<file path="src/rtl/slave_pkg.sv">
// slave_pkg: declarations shared by slave_port and its register bank.
//   - ADDR_W / DATA_W / NUM_REGS : geometry of the 8 x 3-bit bank
//   - CNT_W / TXN_MAX            : width and ceiling of the transaction counter
//   - LAT_W                      : width of the service-latency down-counter
//   - state_t                    : write-acceptance FSM states
package slave_pkg;

  localparam int ADDR_W   = 3;
  localparam int DATA_W   = 3;
  localparam int NUM_REGS = 8;
  localparam int CNT_W    = 8;
  localparam int LAT_W    = 4;

  localparam logic [CNT_W-1:0] TXN_MAX = 8'd255;

  typedef enum logic [1:0] {
    IDLE  = 2'd0,
    WAIT  = 2'd1,
    READY = 2'd2,
    ACK   = 2'd3
  } state_t;

endpackage

</file>
<file path="src/rtl/slave_regfile.sv">
// slave_regfile: 8 x 3-bit register bank with one synchronous write port and
// one registered read port. A read of the entry being written on the same
// edge returns the incoming data.
// Ports:
//   clk, rst_n        clock, asynchronous active-low reset (clears bank and read data)
//   i_we              write enable
//   i_waddr, i_wdata  write index and data
//   i_raddr           read index, sampled every edge
//   o_rdata           registered read data
module slave_regfile
  import slave_pkg::*;
(
  input  logic              clk,
  input  logic              rst_n,
  input  logic              i_we,
  input  logic [ADDR_W-1:0] i_waddr,
  input  logic [DATA_W-1:0] i_wdata,
  input  logic [ADDR_W-1:0] i_raddr,
  output logic [DATA_W-1:0] o_rdata
);

  logic [DATA_W-1:0] r_bank [NUM_REGS];
  logic [DATA_W-1:0] r_rdata;
  logic              w_bypass;

  assign w_bypass = i_we && (i_waddr == i_raddr);

  always_ff @(posedge clk or negedge rst_n) begin
    if (!rst_n) begin
      for (int i = 0; i < NUM_REGS; i++) begin
        r_bank[i] <= '0;
      end
      r_rdata <= '0;
    end else begin
      if (i_we) begin
        r_bank[i_waddr] <= i_wdata;
      end
      // Write-through: the bank update lands on this same edge, so the read
      // must take the incoming data rather than the stale entry.
      if (w_bypass) begin
        r_rdata <= i_wdata;
      end else begin
        r_rdata <= r_bank[i_raddr];
      end
    end
  end

  assign o_rdata = r_rdata;

endmodule

</file>
<file path="src/rtl/slave_port.sv">
// slave_port: write-target slave downstream of the two-master interconnect.
// Waits LATENCY cycles after first seeing a request, pulses ready_out for one
// cycle, writes the bank on the transfer edge, then expects the interconnect's
// confirmation pulse in the following (ACK) cycle.
// Parameter:
//   LATENCY       extra wait cycles before accepting a request (0..15)
// Ports:
//   clk, rst_n    clock, asynchronous active-low reset
//   valid_in      write request, held until the transfer edge
//   addr_in       target register index
//   value_in      write data
//   handshake_in  transfer confirmation, expected only in the ACK cycle
//   err_clr       synchronous clear of err_out (wins over a same-cycle error)
//   rd_addr       read index
//   ready_out     one-cycle accept pulse (registered)
//   rd_data       registered read data with same-edge write bypass
//   wr_done       one-cycle pulse after a confirmed write
//   txn_count     confirmed writes, saturating at 255
//   err_out       sticky protocol-error flag
module slave_port
  import slave_pkg::*;
#(
  parameter int unsigned LATENCY = 2
) (
  input  logic              clk,
  input  logic              rst_n,
  input  logic              valid_in,
  input  logic [ADDR_W-1:0] addr_in,
  input  logic [DATA_W-1:0] value_in,
  input  logic              handshake_in,
  input  logic              err_clr,
  input  logic [ADDR_W-1:0] rd_addr,
  output logic              ready_out,
  output logic [DATA_W-1:0] rd_data,
  output logic              wr_done,
  output logic [CNT_W-1:0]  txn_count,
  output logic              err_out
);

  // Counter preload; the LATENCY=0 value is never used because IDLE bypasses WAIT.
  localparam logic [LAT_W-1:0] LAT_M1 = (LATENCY == 0) ? '0 : LAT_W'(LATENCY - 1);

  function automatic logic [CNT_W-1:0] sat_inc(input logic [CNT_W-1:0] v);
    return (v == TXN_MAX) ? v : v + 1'b1;
  endfunction

  state_t             r_state;
  state_t             w_state_nxt;
  logic [LAT_W-1:0]   r_cnt;
  logic [LAT_W-1:0]   w_cnt_nxt;
  logic               r_ready;
  logic               r_wr_done;
  logic [CNT_W-1:0]   r_txn;
  logic               r_err;
  logic               w_err_set;
  logic               w_we;
  logic               w_confirm;

  // The write happens on the edge that ends READY, provided the request is still held.
  assign w_we      = (r_state == READY) && valid_in;
  assign w_confirm = (r_state == ACK) && handshake_in;

  always_comb begin
    w_state_nxt = r_state;
    w_cnt_nxt   = r_cnt;
    w_err_set   = 1'b0;
    case (r_state)
      IDLE: begin
        if (valid_in) begin
          if (LATENCY == 0) begin
            w_state_nxt = READY;
          end else begin
            w_state_nxt = WAIT;
            w_cnt_nxt   = LAT_M1;
          end
        end
      end
      WAIT: begin
        if (!valid_in) begin
          w_state_nxt = IDLE;
          w_err_set   = 1'b1;
        end else if (r_cnt == '0) begin
          w_state_nxt = READY;
        end else begin
          w_cnt_nxt = r_cnt - 1'b1;
        end
      end
      READY: begin
        if (valid_in) begin
          w_state_nxt = ACK;
        end else begin
          w_state_nxt = IDLE;
          w_err_set   = 1'b1;
        end
      end
      ACK: begin
        // A request held through ACK is re-sampled from IDLE next cycle.
        w_state_nxt = IDLE;
        if (!handshake_in) begin
          w_err_set = 1'b1;
        end
      end
      default: w_state_nxt = IDLE;
    endcase
    // A confirmation outside the ACK cycle is a protocol violation.
    if (handshake_in && (r_state != ACK)) begin
      w_err_set = 1'b1;
    end
  end

  always_ff @(posedge clk or negedge rst_n) begin
    if (!rst_n) begin
      r_state   <= IDLE;
      r_cnt     <= '0;
      r_ready   <= 1'b0;
      r_wr_done <= 1'b0;
      r_txn     <= '0;
      r_err     <= 1'b0;
    end else begin
      r_state   <= w_state_nxt;
      r_cnt     <= w_cnt_nxt;
      // Registered copy of "in READY" so ready_out comes straight from a flop.
      r_ready   <= (w_state_nxt == READY);
      r_wr_done <= w_confirm;
      if (w_confirm) begin
        r_txn <= sat_inc(r_txn);
      end
      if (err_clr) begin
        r_err <= 1'b0;
      end else if (w_err_set) begin
        r_err <= 1'b1;
      end
    end
  end

  slave_regfile u_regfile (
    .clk     (clk),
    .rst_n   (rst_n),
    .i_we    (w_we),
    .i_waddr (addr_in),
    .i_wdata (value_in),
    .i_raddr (rd_addr),
    .o_rdata (rd_data)
  );

  assign ready_out = r_ready;
  assign wr_done   = r_wr_done;
  assign txn_count = r_txn;
  assign err_out   = r_err;

endmodule

</file>
<file path="config.mk">
export PLATFORM = sky130hd
export DESIGN_NAME = slave_port
export DESIGN_NICKNAME = d
export VERILOG_FILES = /design/src/rtl/slave_pkg.sv /design/src/rtl/slave_regfile.sv /design/src/rtl/slave_port.sv
export SDC_FILE = /design/constraint.sdc
export NUM_CORES = 1
export LEC_CHECK = 0
export BUFFER_PORTS_ARGS = -buffer_cell sky130_fd_sc_hd__buf_2
export CAP_MARGIN = 20
export CORE_AREA = 2 2 68 83
export CTS_CLUSTER_SIZE = 40
export DETAILED_ROUTE_END_ITERATION = 8
export DIE_AREA = 0 0 70 85
export PLACE_DENSITY = 0.63
export SYNTH_ARGS = -nofsm -noshare
export SYNTH_HDL_FRONTEND = slang
export SYNTH_HIERARCHICAL = 1
export SYNTH_SLANG_ARGS = --single-unit
</file>
<file path="constraint.sdc">
create_clock -name clk -period 5.25 [get_ports clk]
set_input_delay 1.05 -clock clk [delete_from_list [all_inputs] [get_ports clk]]
set_output_delay 1.05 -clock clk [all_outputs]
set_load 0.02 [all_outputs]
</file>
==> metrics, run 1 <==
area grow syn2layout=11.30%; root buf cell=clkbuf_8; drt pass-1 iters=4; Leak=1.255 nW; DIE HEIGHT=85 um; Setup crit end kind=flop; vias in the first global route=1462; Worst Tran Pin Value=0.9529 ns; Hold Startpoint=u_regfile/r_bank[19]$_DFFE_PN0P_; setup TNS=0 ns; fin nets=around 230; drt total wl=between 4 and 5 mm; fmax=0.4308 GHz; Post-synth ARST share=1.000; Post-CTS Resized=0; CTS hold repair buffers=0; CP Launch Type=input port; syn nets=199; CTS Buffer Depth=2; first-pass GRT wire length=roughly 6.9 mm; Setup violations, final=0; Die Area=a little under 0.006 mm^2; Synth top area share=0.4875; Max Cap Viol=0; Place WS=approximately 2.6 ns; syn_area_per_cell=between 10 and 15 um^2; Worst slew margin=0.3647; Hold Crit Class=flop to flop; area of placed instances=0.002436 mm^2; Clock Latency Late Sink=0.29 ns; fillers=481; Post-synth EDFFs=0; worst vdd ir=0.0001535 V; dominant register cell in the synthesized netlist=dfrtp_1; status=finished, final reports clean; Power Internal=0.0005972 W; clock slew at reported path FFs=0.08 ns; Hold Crit Depth=1; switching power=0.0002665 W; DR vias=1462; H-tree depth=2; clock net sink count=44; CTS tree=done; Synth top cells by count=dfrtp_1 (44), mux2_2 (34), nand2_1 (10), ha_1 (8); IO Count=28; Setup Fix Bufs, Post-CTS=0; fin area=0.002514 mm^2; hold endpoint=u_regfile/r_bank[19]$_DFFE_PN0P_; Post-DP HPWL=2.941 mm; gate count after technology mapping=177; Total GRT Usage=0.1473; Compound-Gate Fraction of Synth Area=0.06205; Residual DRC=0; initial antenna violation count=0; Initial Util=0.4383; count of input and output buffers=27; DR WL/cell=15.15 um; fin crit share=0.4422; reg2reg end=u_regfile/r_bank[20]$_DFFE_PN0P_; Required @ worst endpoint=5.42 ns; total CTS buffers=5; largest area contributor in the netlist=dfrtp_1; register-to-register setup slack=approximately 3.2 ns; crit path max fanout=11; multiplexer share of the synthesized area=0.2438; Synth Cell Area=0.002258 mm^2; total gr overflow=0; XOR/XNOR Fraction of Synth Area=0.01939; WS Path Type=input port to flop; Yosys Warn Count=6; Comb power frac=0.263; cell with the most instances after synthesis=dfrtp_1; min cycle time layout=2.321 ns; Power per Cell Area=343.6 mW/mm^2; FP Rows=29; setup slack after layout=2.929 ns; Yosys cell types=36; Die X=about 70 um; RD Place Congestion=0.7421; Worst R2R Start=r_state[0]$_DFF_PN0_; skew final=between 0.005 and 0.006 ns; routed vias/inst=5.496; RSZ-0062 raised after global routing=false; arrival time at the worst endpoint=2.50 ns; Slew Limit Fails=0; share of layout cells above drive strength 1=0.3333; Pwr Total=0.0008637 W; Clk network pwr share=0.228; largest net degree at the start of global routing=45; post-synthesis register bit count=44; largest family of logic cells by synthesized area=multiplexers; Reg2Reg Depth=7; Switching Share=0.3086; Final Hold Viols=0; top cells by area, synth=dfrtp_1 (49%), mux2_2 (17%), mux4_1 (7.0%); sequential share of power=0.509; placeable core area=just over 0.005 mm^2; Ant. Diodes=0; Antenna Nets Post-Route=0; Post-Synth Simple-Gate Area=0.1158; drt first-iter violations=58; Adder-Cell Fraction of Synth Area=0.04432; Seq/Total Area, Yosys=0.4875
[state kept, by name, indices dropped and copies added (netlist names)]
register,flops
txn_count,8
u_regfile/r_bank,24
ready_out,1
r_cnt,4
u_regfile/o_rdata,3
wr_done,1
err_out,1
r_state,2
[per-stage QoR]
step                      hold slack, ns  std cells  utilization
after floorplan                   0.4703        177            -
after global placement            0.4863        259       0.4728
after detailed placement          0.4912        259       0.4728
after CTS                         0.5102        266       0.4879
after global routing              0.5183        266       0.4879
final                             0.5017        266       0.4879
[layout by cell type, fill, tap and decap left out, drive strengths merged, types with 3 or more instances in the layout]
cell type,count
a21oi,8
and4,3
buf,27
clkbuf,6
dfrtp,44
ha,8
inv,7
mux2,34
mux4,6
nand2,10
nand2b,4
nand3,4
nand4,5
nand4b,4
nor3,3
nor3b,3
o21ai,3
xnor2,5
[layout make-up]
type / count / area [um^2] / share of cell area
Sequential cell: 44 / 1101 / 0.4380
Multi-Input combinational cell: 119 / 1096 / 0.4360
Tap cell: 62 / 77.57 / 0.03086
Inverter: 7 / 26.28 / 0.01045
Clock buffer: 6 / 72.57 / 0.02887
Timing Repair Buffer: 27 / 135.1 / 0.05376
Clock inverter: 1 / 5.005 / 0.001991
[worst max-delay path, stage by stage]
cell	delay, ns
buf_2	0.18
nand2_1	0.10
inv_1	0.20
nand2b_1	0.14
nor3b_1	0.44
mux2_2	0.39
[kinds of logic (layout without fill, tap and decap cells)]
kind of cell	count (synthesis)	count (layout)
flops	44	44
fa+ha+maj	8	8
xor+xnor	5	5
buf+inv	14	41
mux	41	41
compound gates	21	21
simple gates	44	44
[power groups by stage]
stage | registers (W) | logic [W] | clock network (W)
4_1_cts | 0.000440 | 0.000232 | 0.000207
3_3_place_gp | 0.000446 | 0.000227 | 0
5_1_grt | 0.000447 | 0.000255 | 0.000222
2_1_floorplan | 0.000447 | 0.000164 | 0
3_5_place_dp | 0.000446 | 0.000231 | 0
6_report | 0.000439 | 0.000227 | 0.000197
[worst max-delay path by stage]
stage / startpoint / endpoint / cells after the start
final: valid_in / u_regfile/r_bank[20]$_DFFE_PN0P_ / 6
after global routing: valid_in / u_regfile/r_bank[18]$_DFFE_PN0P_ / 6
after CTS: valid_in / u_regfile/r_bank[18]$_DFFE_PN0P_ / 6
after detailed placement: valid_in / u_regfile/r_bank[18]$_DFFE_PN0P_ / 6
after global placement: valid_in / u_regfile/r_bank[20]$_DFFE_PN0P_ / 6
after floorplan: valid_in / u_regfile/r_bank[18]$_DFFE_PN0P_ / 6
[per-layer routing]
metal | global-route usage | routed length (um) | vias to the layer above
met1 | 0.1797 | 1835 | 715
li1 | - | - | 710
met4 | 0.04720 | 56 | 0
met2 | 0.2537 | 1966 | 32
met5 | 0 | 0 | -
met3 | 0.04038 | 173 | 5
No activity file was read; power rests on OpenSTA's default activity.
==> inputs of run 2 (changes only) <==
--- a/config.mk
+++ b/config.mk
@@ -5,13 +5,14 @@
 export SDC_FILE = /design/constraint.sdc
 export NUM_CORES = 1
 export LEC_CHECK = 0
+export ABC_AREA = 1
 export BUFFER_PORTS_ARGS = -buffer_cell sky130_fd_sc_hd__buf_2
 export CAP_MARGIN = 20
 export CORE_AREA = 2 2 68 83
 export CTS_CLUSTER_SIZE = 40
 export DETAILED_ROUTE_END_ITERATION = 8
 export DIE_AREA = 0 0 70 85
-export PLACE_DENSITY = 0.63
+export PLACE_DENSITY = 0.66
 export SYNTH_ARGS = -nofsm -noshare
 export SYNTH_HDL_FRONTEND = slang
 export SYNTH_HIERARCHICAL = 1
==> constraint.sdc (replaced) <==
create_clock -name clk -period 1.9 [get_ports clk]
set_input_delay 0.38 -clock clk [delete_from_list [all_inputs] [get_ports clk]]
set_output_delay 0.38 -clock clk [all_outputs]
set_load 0.02 [all_outputs]
==> run 2 against run 1 <==
Synthesized area up 0.89%. Design area rose by 3.2%. Register-to-register slack got worse by 2.9 ns. Combinational power increased to 4.0 times the previous value. Clock power increased to 3.6 times the previous value. Largest power group unchanged. Via count is 29% higher. Sequential share of layout area is 1.4 points lower.
==> metrics, run 2 <==
drt first-iter violations=195 (+240%); Setup crit end kind=flop; post-synthesis register bit count=44 (unchanged); RSZ-0062 raised after global routing=false; setup slack after layout=0.2928 ns (-2.636 ns); vias in the first global route=1846 (+26%); H-tree depth=2 (unchanged); Antenna Nets Post-Route=0 (unchanged); DIE HEIGHT=85 um (unchanged); syn_area_per_cell=7.939 um^2 (-38%); dominant register cell in the synthesized netlist=dfrtp_1; CP Launch Type=flop; Setup Fix Bufs, Post-CTS=0 (unchanged); multiplexer share of the synthesized area=0 (-0.2438); min cycle time layout=1.607 ns; share of layout cells above drive strength 1=0.1646 (-0.1687); count of input and output buffers=27 (unchanged); fillers=503 (+4.6%); top cells by area, synth=dfrtp_1 (48%), nand2_1 (17%), nand3_1 (5.9%); Ant. Diodes=0 (unchanged); Hold Crit Class=input port to asynchronous set/reset pin; cell with the most instances after synthesis=nand2_1; Adder-Cell Fraction of Synth Area=0.04393 (-0.0003894); FP Rows=29 (unchanged); fin crit share=0.8459; Place WS=0.2820 ns (-2.360 ns); Largest Register=u_regfile/r_bank; CTS Buffer Depth=2 (unchanged); first-pass GRT wire length=8.445 mm (+22%); Post-Synth Simple-Gate Area=0.2932 (+0.1775); Worst slew margin=0.7108 (+0.3461); Synth top area share=0.4833 (-0.004284); Worst Tran Pin Value=0.4338 ns (-0.5192 ns); WS Path Type=flop to flop; Power per Cell Area=1145 mW/mm^2 (+230%); Clock Latency Late Sink=0.29 ns (about the same); Post-synth ARST share=1.000 (unchanged); Compound-Gate Fraction of Synth Area=0.09336 (+0.03131); largest area contributor in the netlist=dfrtp_1; Die X=70 um (unchanged); clock slew at reported path FFs=0.08 ns (about the same); Max Cap Viol=0 (unchanged); placeable core area=0.005152 mm^2 (unchanged); Initial Util=0.4422 (+0.003885); setup TNS=0 ns (unchanged); Yosys Warn Count=6 (unchanged); status=finished, final reports clean; RD Place Congestion=0.9433 (+27%); total gr overflow=0 (unchanged); largest net degree at the start of global routing=20 (-56%); skew final=0.005788 ns (+0.0005081 ns); CTS tree=done; Total GRT Usage=0.1766 (+0.02930); IO Count=28 (unchanged); DR vias=1893 (+29%); area grow syn2layout=13.89%; drt total wl=4.764 mm (+18%); most frequent cells in the layout=nand2_1 (106), dfrtp_1 (44), nand3_1 (27), o21ai_0 (27), buf_2 (27); Die Area=0.005950 mm^2 (unchanged); final core occ=0.5036 (+0.01578); number of flip-flops in the largest register=24 (unchanged); crit path max fanout=6 (-5); fmax=0.6222 GHz; Slew Limit Fails=0 (unchanged); gate count after technology mapping=287 (+62%); most common cell after layout, fill and taps aside=nand2_1; total CTS buffers=5 (unchanged); Post-synth EDFFs=0 (unchanged); Post-DP HPWL=3.606 mm (+23%); initial antenna violation count=0 (unchanged); arrival time at the worst endpoint=1.78 ns (-0.72 ns); Leak=1.316 nW (+4.9%); Synth Cell Area=0.002278 mm^2 (+0.89%); Setup violations, final=0 (unchanged); largest family of logic cells by synthesized area=simple AND/OR/NAND/NOR gates; CTS hold repair buffers=0 (unchanged); Seq/Total Area, Yosys=0.4833 (-0.004284); DR WL/cell=12.41 um (-18%); Final Hold Viols=0 (unchanged); XOR/XNOR Fraction of Synth Area=0.03020 (+0.01081); Post-CTS Resized=0 (unchanged); Synth top cells by count=nand2_1 (106), dfrtp_1 (44), nand3_1 (27), o21ai_0 (27), inv_1 (21); routed vias/inst=4.930 (-10%); worst vdd ir=0.0006629 V (+330%); drt pass-1 iters=4 (unchanged); syn nets=309 (+55%); fin nets=343 (+52%); root buf cell=clkbuf_8; Residual DRC=0 (unchanged); clock net sink count=44 (unchanged); Required @ worst endpoint=2.07 ns (-3.35 ns); Yosys cell types=21 (-42%)
## run 2: cell families (layout without fill, tap and decap cells)
group,Yosys count,count (layout)
buffers and inverters,30,65
DFF,44,44
xor gates and xnor gates,7,7
adders and majority gates,8,8
and+or+nand+nor,157,157
AOI/OAI and AO/OA,41,41
## run 2: area by class of cell
cell class,instances,area (um^2),share of cell area
clock buffers,6,72.57,0.02797
flip-flops and latches,44,1101,0.4243
repair buffers,30,157.7,0.06075
well taps,62,77.57,0.02989
clock inverters,2,35.03,0.01350
multi-input cells,213,1050,0.4045
inverters,27,101.3,0.03905
## run 2: final timing paths
check                                                 start                                to  slack (ns)  cells past startpoint
setup / recovery                       r_state[0]$_DFF_PN0_   u_regfile/r_bank[5]$_DFFE_PN0P_        0.29                      9
max in group asynchronous                             rst_n              r_state[1]$_DFF_PN0_        1.34                      2
min in group clk                                    err_clr               err_out$_DFFE_PN0P_        0.23                      2
hold / removal                                        rst_n  u_regfile/r_bank[13]$_DFFE_PN0P_        0.01                      1
hold reg to reg            u_regfile/r_bank[17]$_DFFE_PN0P_  u_regfile/r_bank[17]$_DFFE_PN0P_        0.49                      2
setup reg to reg                       r_state[0]$_DFF_PN0_   u_regfile/r_bank[5]$_DFFE_PN0P_        0.29                      9
## run 2: critical path, stage by stage, from the launching register on
cell,delay [ns]
dfrtp_1,0.41
inv_1,0.13
ha_1,0.18
nand2_1,0.08
inv_1,0.09
inv_1,0.05
nor2_2,0.15
nand3_1,0.20
nand2_1,0.10
o21ai_0,0.08
## run 2: per-stage QoR
step / hold slack [ns] / total power, W / cells / instance area, um^2
after floorplan: 0.08441 / 0.002025 / 287 / 2278
after global placement: 0.3492 / 0.002272 / 376 / 2487
after detailed placement: 0.3495 / 0.002292 / 376 / 2487
after CTS: 0.02040 / 0.003013 / 384 / 2595
after global routing: 0.04598 / 0.003220 / 384 / 2595
final: 0.01190 / 0.002971 / 384 / 2595
## run 2: routing by layer
| layer | wire [um] | part of all wire | track usage | vias to the layer above |
|---|---|---|---|---|
| li1 | - | - | - | 982 |
| met1 | 2029 | 0.43 | 0.2222 | 858 |
| met2 | 2387 | 0.50 | 0.3039 | 47 |
| met3 | 283 | 0.059 | 0.03682 | 6 |
| met4 | 63 | 0.013 | 0.05769 | 0 |
| met5 | 0 | 0 | 0 | - |
## run 2: power breakdown
part / internal (W) / switching (W) / leakage, nW
Combinational: 0.000339 / 0.000577 / 0.673
Clock: 0.000390 / 0.000311 / 0.0552
Sequential: 0.00118 / 0.000170 / 0.588
